**config.mk**
```make
export PLATFORM = sky130hd
export DESIGN_NAME = bmc_rx_sampler_flat
export DESIGN_NICKNAME = d
export VERILOG_FILES = /design/src/rtl/bmc_pkg.sv /design/src/rtl/bmc_rx_sampler_if.sv /design/src/rtl/bmc_rx_sync.sv /design/src/rtl/bmc_rx_sampler.sv /design/src/flat_wrapper.sv
export SDC_FILE = /design/constraint.sdc
export NUM_CORES = 1
export LEC_CHECK = 0
export BUFFER_PORTS_ARGS = -buffer_cell sky130_fd_sc_hd__buf_4
export CAP_MARGIN = 20
export CORE_UTILIZATION = 58
export DETAILED_ROUTE_END_ITERATION = 10
export GPL_TIMING_DRIVEN = 0
export PLACE_DENSITY = 0.77
export REMOVE_ABC_BUFFERS = 1
export SLEW_MARGIN = 5
export SYNTH_ARGS = -nofsm -noshare
export SYNTH_HDL_FRONTEND = slang
export SYNTH_SLANG_ARGS = --single-unit
```
**constraint.sdc**
```tcl
create_clock -name clk -period 2.6 [get_ports clk]
set_clock_uncertainty 0.1 [all_clocks]
set_input_delay 0.52 -clock clk [delete_from_list [all_inputs] [get_ports clk]]
set_output_delay 0.52 -clock clk [all_outputs]
set_load 0.03 [all_outputs]
```
**src/rtl/bmc_pkg.sv**
```systemverilog
// bmc_pkg: shared state/edge-class types and gap-counter sizing for the BMC receive path
package bmc_pkg;
  typedef enum logic [1:0] {HUNT, ACQUIRE, LOCKED} state_e;
  typedef enum logic [1:0] {SHORT, LONG, BAD} eclass_e;
  function automatic int gap_width(input int half_period, input int tol);
    return $clog2(2 * half_period + tol + 2);
  endfunction
endpackage

```
**src/rtl/bmc_rx_sampler_if.sv**
```systemverilog
// bmc_rx_sampler_if: raw optical input and recovered half-bit sample stream
interface bmc_rx_sampler_if;
  logic rx_in;
  logic o_halfbit;
  logic o_valid;
  logic o_first;
  logic o_locked;
  logic o_err;
  modport master (input rx_in, output o_halfbit, o_valid, o_first, o_locked, o_err);
  modport slave (output rx_in, input o_halfbit, o_valid, o_first, o_locked, o_err);
endinterface

```
**src/rtl/bmc_rx_sync.sv**
```systemverilog
// bmc_rx_sync: 2-flop synchronizer; BMC_RX_GLITCH_FILTER_EN adds a 3-sample majority filter
module bmc_rx_sync (
  input  logic clk,
  input  logic rst,
  input  logic rx_i,
  output logic rx_clean_o
);
  logic s1_q, s2_q;
  // two-stage synchronizer for the asynchronous comparator output
  always_ff @(posedge clk)
    {s2_q, s1_q} <= rst ? 2'b00 : {s1_q, rx_i};
`ifdef BMC_RX_GLITCH_FILTER_EN
  logic h1_q, h2_q;
  // history of the synchronized signal; a lone glitch never wins the 2-of-3 vote
  always_ff @(posedge clk)
    {h2_q, h1_q} <= rst ? 2'b00 : {h1_q, s2_q};
  assign rx_clean_o = (s2_q & h1_q) | (s2_q & h2_q) | (h1_q & h2_q);
`else
  assign rx_clean_o = s2_q;
`endif
endmodule

```
**src/rtl/bmc_rx_sampler.sv**
```systemverilog
// bmc_rx_sampler: recovers BMC half-bit timing and emits one mid-half-bit sample per strobe
module bmc_rx_sampler
  import bmc_pkg::*;
#(
  parameter int HALF_PERIOD = 8,
  parameter int TOL         = 2,
  parameter int LOCK_EDGES  = 16
) (
  input  logic              clk,
  input  logic              rst,
  bmc_rx_sampler_if.master  bus
);
  localparam int GW = gap_width(HALF_PERIOD, TOL);
  localparam int PW = $clog2(HALF_PERIOD);
  localparam int CW = $clog2(LOCK_EDGES + 1);
  localparam logic [GW-1:0] SAT_V = GW'(2 * HALF_PERIOD + TOL + 1);
  localparam logic [GW-1:0] S_LO  = GW'(HALF_PERIOD - TOL);
  localparam logic [GW-1:0] S_HI  = GW'(HALF_PERIOD + TOL);
  localparam logic [GW-1:0] L_LO  = GW'(2 * HALF_PERIOD - TOL);
  localparam logic [GW-1:0] L_HI  = GW'(2 * HALF_PERIOD + TOL);
  localparam logic [PW-1:0] PH_MID  = PW'(HALF_PERIOD / 2);
  localparam logic [PW-1:0] PH_LAST = PW'(HALF_PERIOD - 1);
  localparam logic [CW-1:0] CNT_MAX = CW'(LOCK_EDGES);
  localparam logic [1:0] S_HUNT = HUNT;
  localparam logic [1:0] S_ACQ  = ACQUIRE;
  localparam logic [1:0] S_LOCK = LOCKED;

  logic          rx_clean, rx_edge, sample;
  logic          prev_q;
  logic [GW-1:0] gap_q;
  logic [PW-1:0] ph_q;
  logic [1:0]    state_q, state_d;
  logic [CW-1:0] cnt_q, cnt_d;
  logic          hb_q, hb_d;
  logic          halfbit_q, halfbit_d, valid_q, valid_d, first_q, first_d;
  logic          locked_q, err_q, err_d;
  eclass_e       cls;

  bmc_rx_sync u_sync (
    .clk        (clk),
    .rst        (rst),
    .rx_i       (bus.rx_in),
    .rx_clean_o (rx_clean)
  );

  assign rx_edge = rx_clean ^ prev_q;
  assign sample  = (ph_q == PH_MID) && !rx_edge;

  // classify each edge by the spacing since the previous one
  always_comb
    cls = (gap_q >= S_LO && gap_q <= S_HI) ? SHORT :
          (gap_q >= L_LO && gap_q <= L_HI) ? LONG : BAD;

  // edge history, saturating gap counter and half-bit phase counter
  always_ff @(posedge clk)
    if (rst) begin
      prev_q <= 1'b0;
      gap_q  <= '0;
      ph_q   <= '0;
    end else begin
      prev_q <= rx_clean;
      gap_q  <= rx_edge ? GW'(1) : (gap_q == SAT_V) ? gap_q : gap_q + 1'b1;
      ph_q   <= (rx_edge || ph_q == PH_LAST) ? '0 : ph_q + 1'b1;
    end

  // hunt/acquire/lock sequencing and sample emission; an edge always beats a sample
  always_comb begin
    state_d   = state_q;
    cnt_d     = cnt_q;
    hb_d      = hb_q;
    halfbit_d = halfbit_q;
    valid_d   = 1'b0;
    first_d   = 1'b0;
    err_d     = 1'b0;
    if (state_q == S_HUNT) begin
      if (rx_edge && cls != BAD) begin
        state_d = S_ACQ;
        cnt_d   = CW'(1);
      end
    end else if (state_q == S_ACQ) begin
      if (rx_edge && cls == BAD)
        state_d = S_HUNT;
      else if (rx_edge) begin
        cnt_d = (cnt_q >= CNT_MAX) ? cnt_q : cnt_q + 1'b1;
        if (cnt_q >= CNT_MAX && cls == LONG) begin
          state_d = S_LOCK;
          hb_d    = 1'b0;
        end
      end
    end else if (state_q == S_LOCK) begin
      if (rx_edge ? (cls == BAD || (cls == LONG && hb_q)) : (gap_q == SAT_V)) begin
        state_d = S_HUNT;
        err_d   = 1'b1;
      end else if (sample) begin
        valid_d   = 1'b1;
        halfbit_d = rx_clean;
        first_d   = !hb_q;
        hb_d      = !hb_q;
      end
    end
  end

  // state and registered outputs
  always_ff @(posedge clk)
    if (rst) begin
      state_q   <= S_HUNT;
      cnt_q     <= '0;
      hb_q      <= 1'b0;
      halfbit_q <= 1'b0;
      valid_q   <= 1'b0;
      first_q   <= 1'b0;
      locked_q  <= 1'b0;
      err_q     <= 1'b0;
    end else begin
      state_q   <= state_d;
      cnt_q     <= cnt_d;
      hb_q      <= hb_d;
      halfbit_q <= halfbit_d;
      valid_q   <= valid_d;
      first_q   <= first_d;
      locked_q  <= (state_d == S_LOCK);
      err_q     <= err_d;
    end

  assign bus.o_halfbit = halfbit_q;
  assign bus.o_valid   = valid_q;
  assign bus.o_first   = first_q;
  assign bus.o_locked  = locked_q;
  assign bus.o_err     = err_q;
endmodule
```
**src/flat_wrapper.sv**
```systemverilog
// flat-port wrapper written by rule: the top's interface ports become plain ports
module bmc_rx_sampler_flat import bmc_pkg::*;
#(
  parameter int HALF_PERIOD = 8,
  parameter int TOL         = 2,
  parameter int LOCK_EDGES  = 16
)
  (clk, rst, bus_rx_in, bus_o_halfbit, bus_o_valid, bus_o_first, bus_o_locked, bus_o_err);
  bmc_rx_sampler_if bus_i ();
  input  logic clk;
  input  logic rst;
  input wire logic [$bits(bus_i.rx_in)-1:0] bus_rx_in;
  output wire logic [$bits(bus_i.o_halfbit)-1:0] bus_o_halfbit;
  output wire logic [$bits(bus_i.o_valid)-1:0] bus_o_valid;
  output wire logic [$bits(bus_i.o_first)-1:0] bus_o_first;
  output wire logic [$bits(bus_i.o_locked)-1:0] bus_o_locked;
  output wire logic [$bits(bus_i.o_err)-1:0] bus_o_err;
  assign bus_i.rx_in = bus_rx_in;
  assign bus_o_halfbit = bus_i.o_halfbit;
  assign bus_o_valid = bus_i.o_valid;
  assign bus_o_first = bus_i.o_first;
  assign bus_o_locked = bus_i.o_locked;
  assign bus_o_err = bus_i.o_err;
  bmc_rx_sampler #(.HALF_PERIOD(HALF_PERIOD), .TOL(TOL), .LOCK_EDGES(LOCK_EDGES)) u_core (.clk(clk), .rst(rst), .bus(bus_i));
endmodule
```
==> metrics.sh <==
CRIT_ARRIVAL_NS=2.34
MOSTFREQUENTLAYOUTCELLS='dfxtp_1 (24), nor2_1 (13), ha_1 (10)'
SYNTH_FLOP_CELL='dfxtp_1'
SYNTHESIS_STAGE_REGISTER_BIT_COUNT=24
ANTENNA_VIOLATING_NETS_POST_ROUTE=0
POST_LAYOUT_NONFILLER_INSTANCES=173
CTS-ROOT-TO-SINK-BUFFERS=2
DIE_X_UM=48.4
CLOCK.FMAX_MHz=459
CRITPATHMAXFANOUT=5
FIN_WORST_HOLD_SLACK_NS=0.323
REPORT.FINAL.SLEW_VIOL_COUNT=0
DR.PASS1.ITERS=4
WORST_SKEW_PAIR.LATE_LATENCY_NS=0.31
FINAL.PERIOD_UTILIZATION=0.838
POWER_DENSITY_nW_PER_UM2=464
SEQ_POWER_SHARE=0.616
CRITPATHKIND='reg -> reg'
NETSWITCHINGFRACTION=0.235
TOP_LEVEL_PORTS=8
R2R_START='u_core.gap_q[0]'
TRACK_USAGE=0.212
CRITICAL_PATH_REQUIRED_NS=2.76
GRT_PASS1_VIAS=938
PORT-BUFFER-COUNT=7
DRC=0
CLOCKPOWERSHARE=0.307
LEAKAGE_uW=0.000521
POWER.COMBINATIONAL.FRACTION=0.077
ANTENNA_CELLS_INSERTED=0
HOLDCRITPATHCLASS='in -> reg'
FF2FF_PATH_DEPTH=7
CTS.REPAIR.RESIZED=0
VIASPERCELL=5.78
FINAL_COMMON_CELL='dfxtp_1'
HOLD_PATH_STARTPOINT='bus_rx_in'
REGTOREGSETUPSLACK_NS=0.42
CTS_ROOT_BUFFER='clkbuf_4'
TIMING.HOLD.WORST_PATH_DEPTH=2
ASYNCSETRESETFLOPFRACSYNTH=0
UNREPAIRED_SETUP_ENDPOINTS_AFTER_GLOBAL_ROUTING='no'
TIMING.FINAL.CRIT_PERIOD_NS=2.18
FINAL-SETUP-VIOL-COUNT=0
DR.FIRST_ITER.DRC_COUNT=28
NUM_VIAS=1000
CRITPATHCAPTURETYPE='register'
CTS_TREE='built'
SYNTH.YOSYS.SEQ_AREA_SHARE=0.385
P_SWITCHING_uW=148
CRITICAL_PATH.REG2REG.ENDPOINT='u_core.bus.o_locked'
CTS-BUFFERS-INSERTED=3
PLACEMENTROWS=16
NUMPLACEDINSTANCES=169
DIE-AREA_UM2=2340
WORSTSETUPSTARTPOINTTYPE='register'
CLOCK_SINKS=24
MAXIMUM_NUMBER_OF_PINS_ON_ONE_NET_BEFORE_GLOBAL_ROUTE_REPAIR=16
AREA_DELTA_SYNTH_FINAL_PCT=9.23
STATUS='finished clean'
GATE_COUNT_POST_SYNTH=137
CTS_HOLD_BUF=0
HOLD-PATH-ENDPOINT='u_core.u_sync.s1_q'
DIE-HEIGHT_UM=48.4
POWER_TOTAL_uW=632
GLOBALROUTE.TOTALOVERFLOW=0
MAX-CAP-VIOLATIONS=0
POST-DP-HPWL_MM=1.64
DRIVE_GT1_FRAC=0.103
POST-CTS-SETUP-BUFFERS=0
HEADROOM_TO_THE_MAX_SLEW_LIMIT=0.633
FINALWIRELENGTH_MM=2.23
CTS.CLK_SLEW.WORST_PATHS_NS=0.12
FINALSETUPTNS_NS=0
VDD_IR_DROP_MAX_mV=0.338
SYNTH_AREA_UM2=1250
FLOORPLAN.CORE_AREA_UM2=1980
YOSYSWARNINGCOUNT=0
NUMBER_OF_ENABLE_FLIP_FLOP_CELLS_AFTER_SYNTHESIS=0
CTS_MAX_LEVEL=1
INITIAL_CORE_UTIL=0.629
SYN-MEAN-INSTANCE-AREA_UM2=9.11
GP_ROUTABILITY_CONGESTION=0.813
SYNTH.DISTINCT_CELLS=41
FIRST_PASS_GRT_WIRE_LENGTH_MM=3.86
LAYOUT.NETS=160
HOLD_VIOLATIONS=0
MAX_SLEW.WORST_PIN.SLEW_NS=0.547
INTERNAL-POWER_uW=483
NUMBER_OF_ANTENNA_VIOLATIONS_AT_THE_FIRST_CHECK_IN_GLOBAL_ROUTING=0
DETAIL_ROUTE.WL_PER_CELL_UM=12.9
[area by class of cell]
class                      count  area, µm²
tap                           27       33.8
multi-input combinational    102        726
sequential                    24        480
clock buffer                   4       36.3
inverter                       9       33.8
timing repair buffer           7       52.6
fill                         175        619
[per-stage QoR]
stage          area (µm²)   util  worst slack [ns]
2_1_floorplan        1240      -             0.626
3_5_place_dp         1330  0.669             0.450
6_report             1360  0.688             0.420
4_1_cts              1360  0.688             0.419
3_3_place_gp         1330  0.669             0.508
5_1_grt              1360  0.688             0.354
[power by group through the flow]
stage          registers, µW  logic (µW)  clock network, µW
2_1_floorplan            394        34.4                  0
3_3_place_gp             397        45.6                  0
3_5_place_dp             398        48.1                  0
4_1_cts                  389        48.4                202
5_1_grt                  392        55.7                213
6_report                 389        48.4                194
[worst max-delay path, stage by stage, from the launching register on]
cell and delay (ns):
dfxtp_1 0.43, inv_1 0.07, ha_1 0.21, nand2b_1 0.17
a22oi_1 0.25, o21ai_1 0.19, or4_4 0.55, nor3_2 0.15
[per-layer routing]
layer	vias up	track usage	share of wire	wire length (µm)
li1	509	-	-	-
met1	471	0.244	0.47	1040
met2	15	0.373	0.48	1070
met3	5	0.0283	0.030	68
met4	0	0.127	0.022	48
met5	-	0	0	0
[cell families (layout without fill, tap and decap cells)]
| family | Yosys count | in the layout | share of synthesized area |
|---|---|---|---|
| XOR/XNOR | 7 | 7 | 0.0491 |
| AND/OR/NAND/NOR | 59 | 59 | 0.273 |
| flip-flops | 24 | 24 | 0.385 |
| buffers and inverters | 11 | 20 | 0.0331 |
| AO/OA/AOI/OAI | 26 | 26 | 0.159 |
| adder cells (fa/ha/maj) | 10 | 10 | 0.100 |
[state kept, by name, indices dropped and copies added (netlist names)]
signal and flops:
u_core.cnt_q 5, u_core.gap_q 5, u_core.ph_q 3, u_core.state_q 2, u_core.bus.o_err 1, u_core.bus.o_first 1, u_core.bus.o_halfbit 1, u_core.bus.o_locked 1
u_core.bus.o_valid 1, u_core.hb_q 1, u_core.prev_q 1, u_core.u_sync.rx_clean_o 1, u_core.u_sync.s1_q 1
[how the worst max path moves through the flow]
stage	startpoint	endpoint	slack, ns	depth (start not counted)
floorplan	u_core.gap_q[0]	u_core.bus.o_locked	0.63	7
CTS	u_core.gap_q[0]	u_core.bus.o_locked	0.42	7
global route	u_core.gap_q[1]	u_core.hb_q	0.35	6
detailed placement	u_core.gap_q[0]	u_core.bus.o_locked	0.45	7
global placement	u_core.gap_q[0]	u_core.bus.o_locked	0.51	7
finish	u_core.gap_q[0]	u_core.bus.o_locked	0.42	7
[synthesized netlist by cell type, types with 3 or more instances]
master / number / area (µm²)
a21oi_1: 5 / 25.0
a31oi_1: 4 / 25.0
dfxtp_1: 24 / 480
ha_1: 10 / 125
inv_1: 9 / 33.8
nand2_1: 3 / 11.3
nand2b_1: 5 / 31.3
nand3_1: 7 / 35.0
nor2_1: 13 / 48.8
nor2b_1: 7 / 43.8
nor3_1: 8 / 40.0
nor3b_1: 4 / 30.0
xnor2_1: 4 / 35.0
xor2_1: 3 / 26.3
No activity file was read; power rests on OpenSTA's default activity.
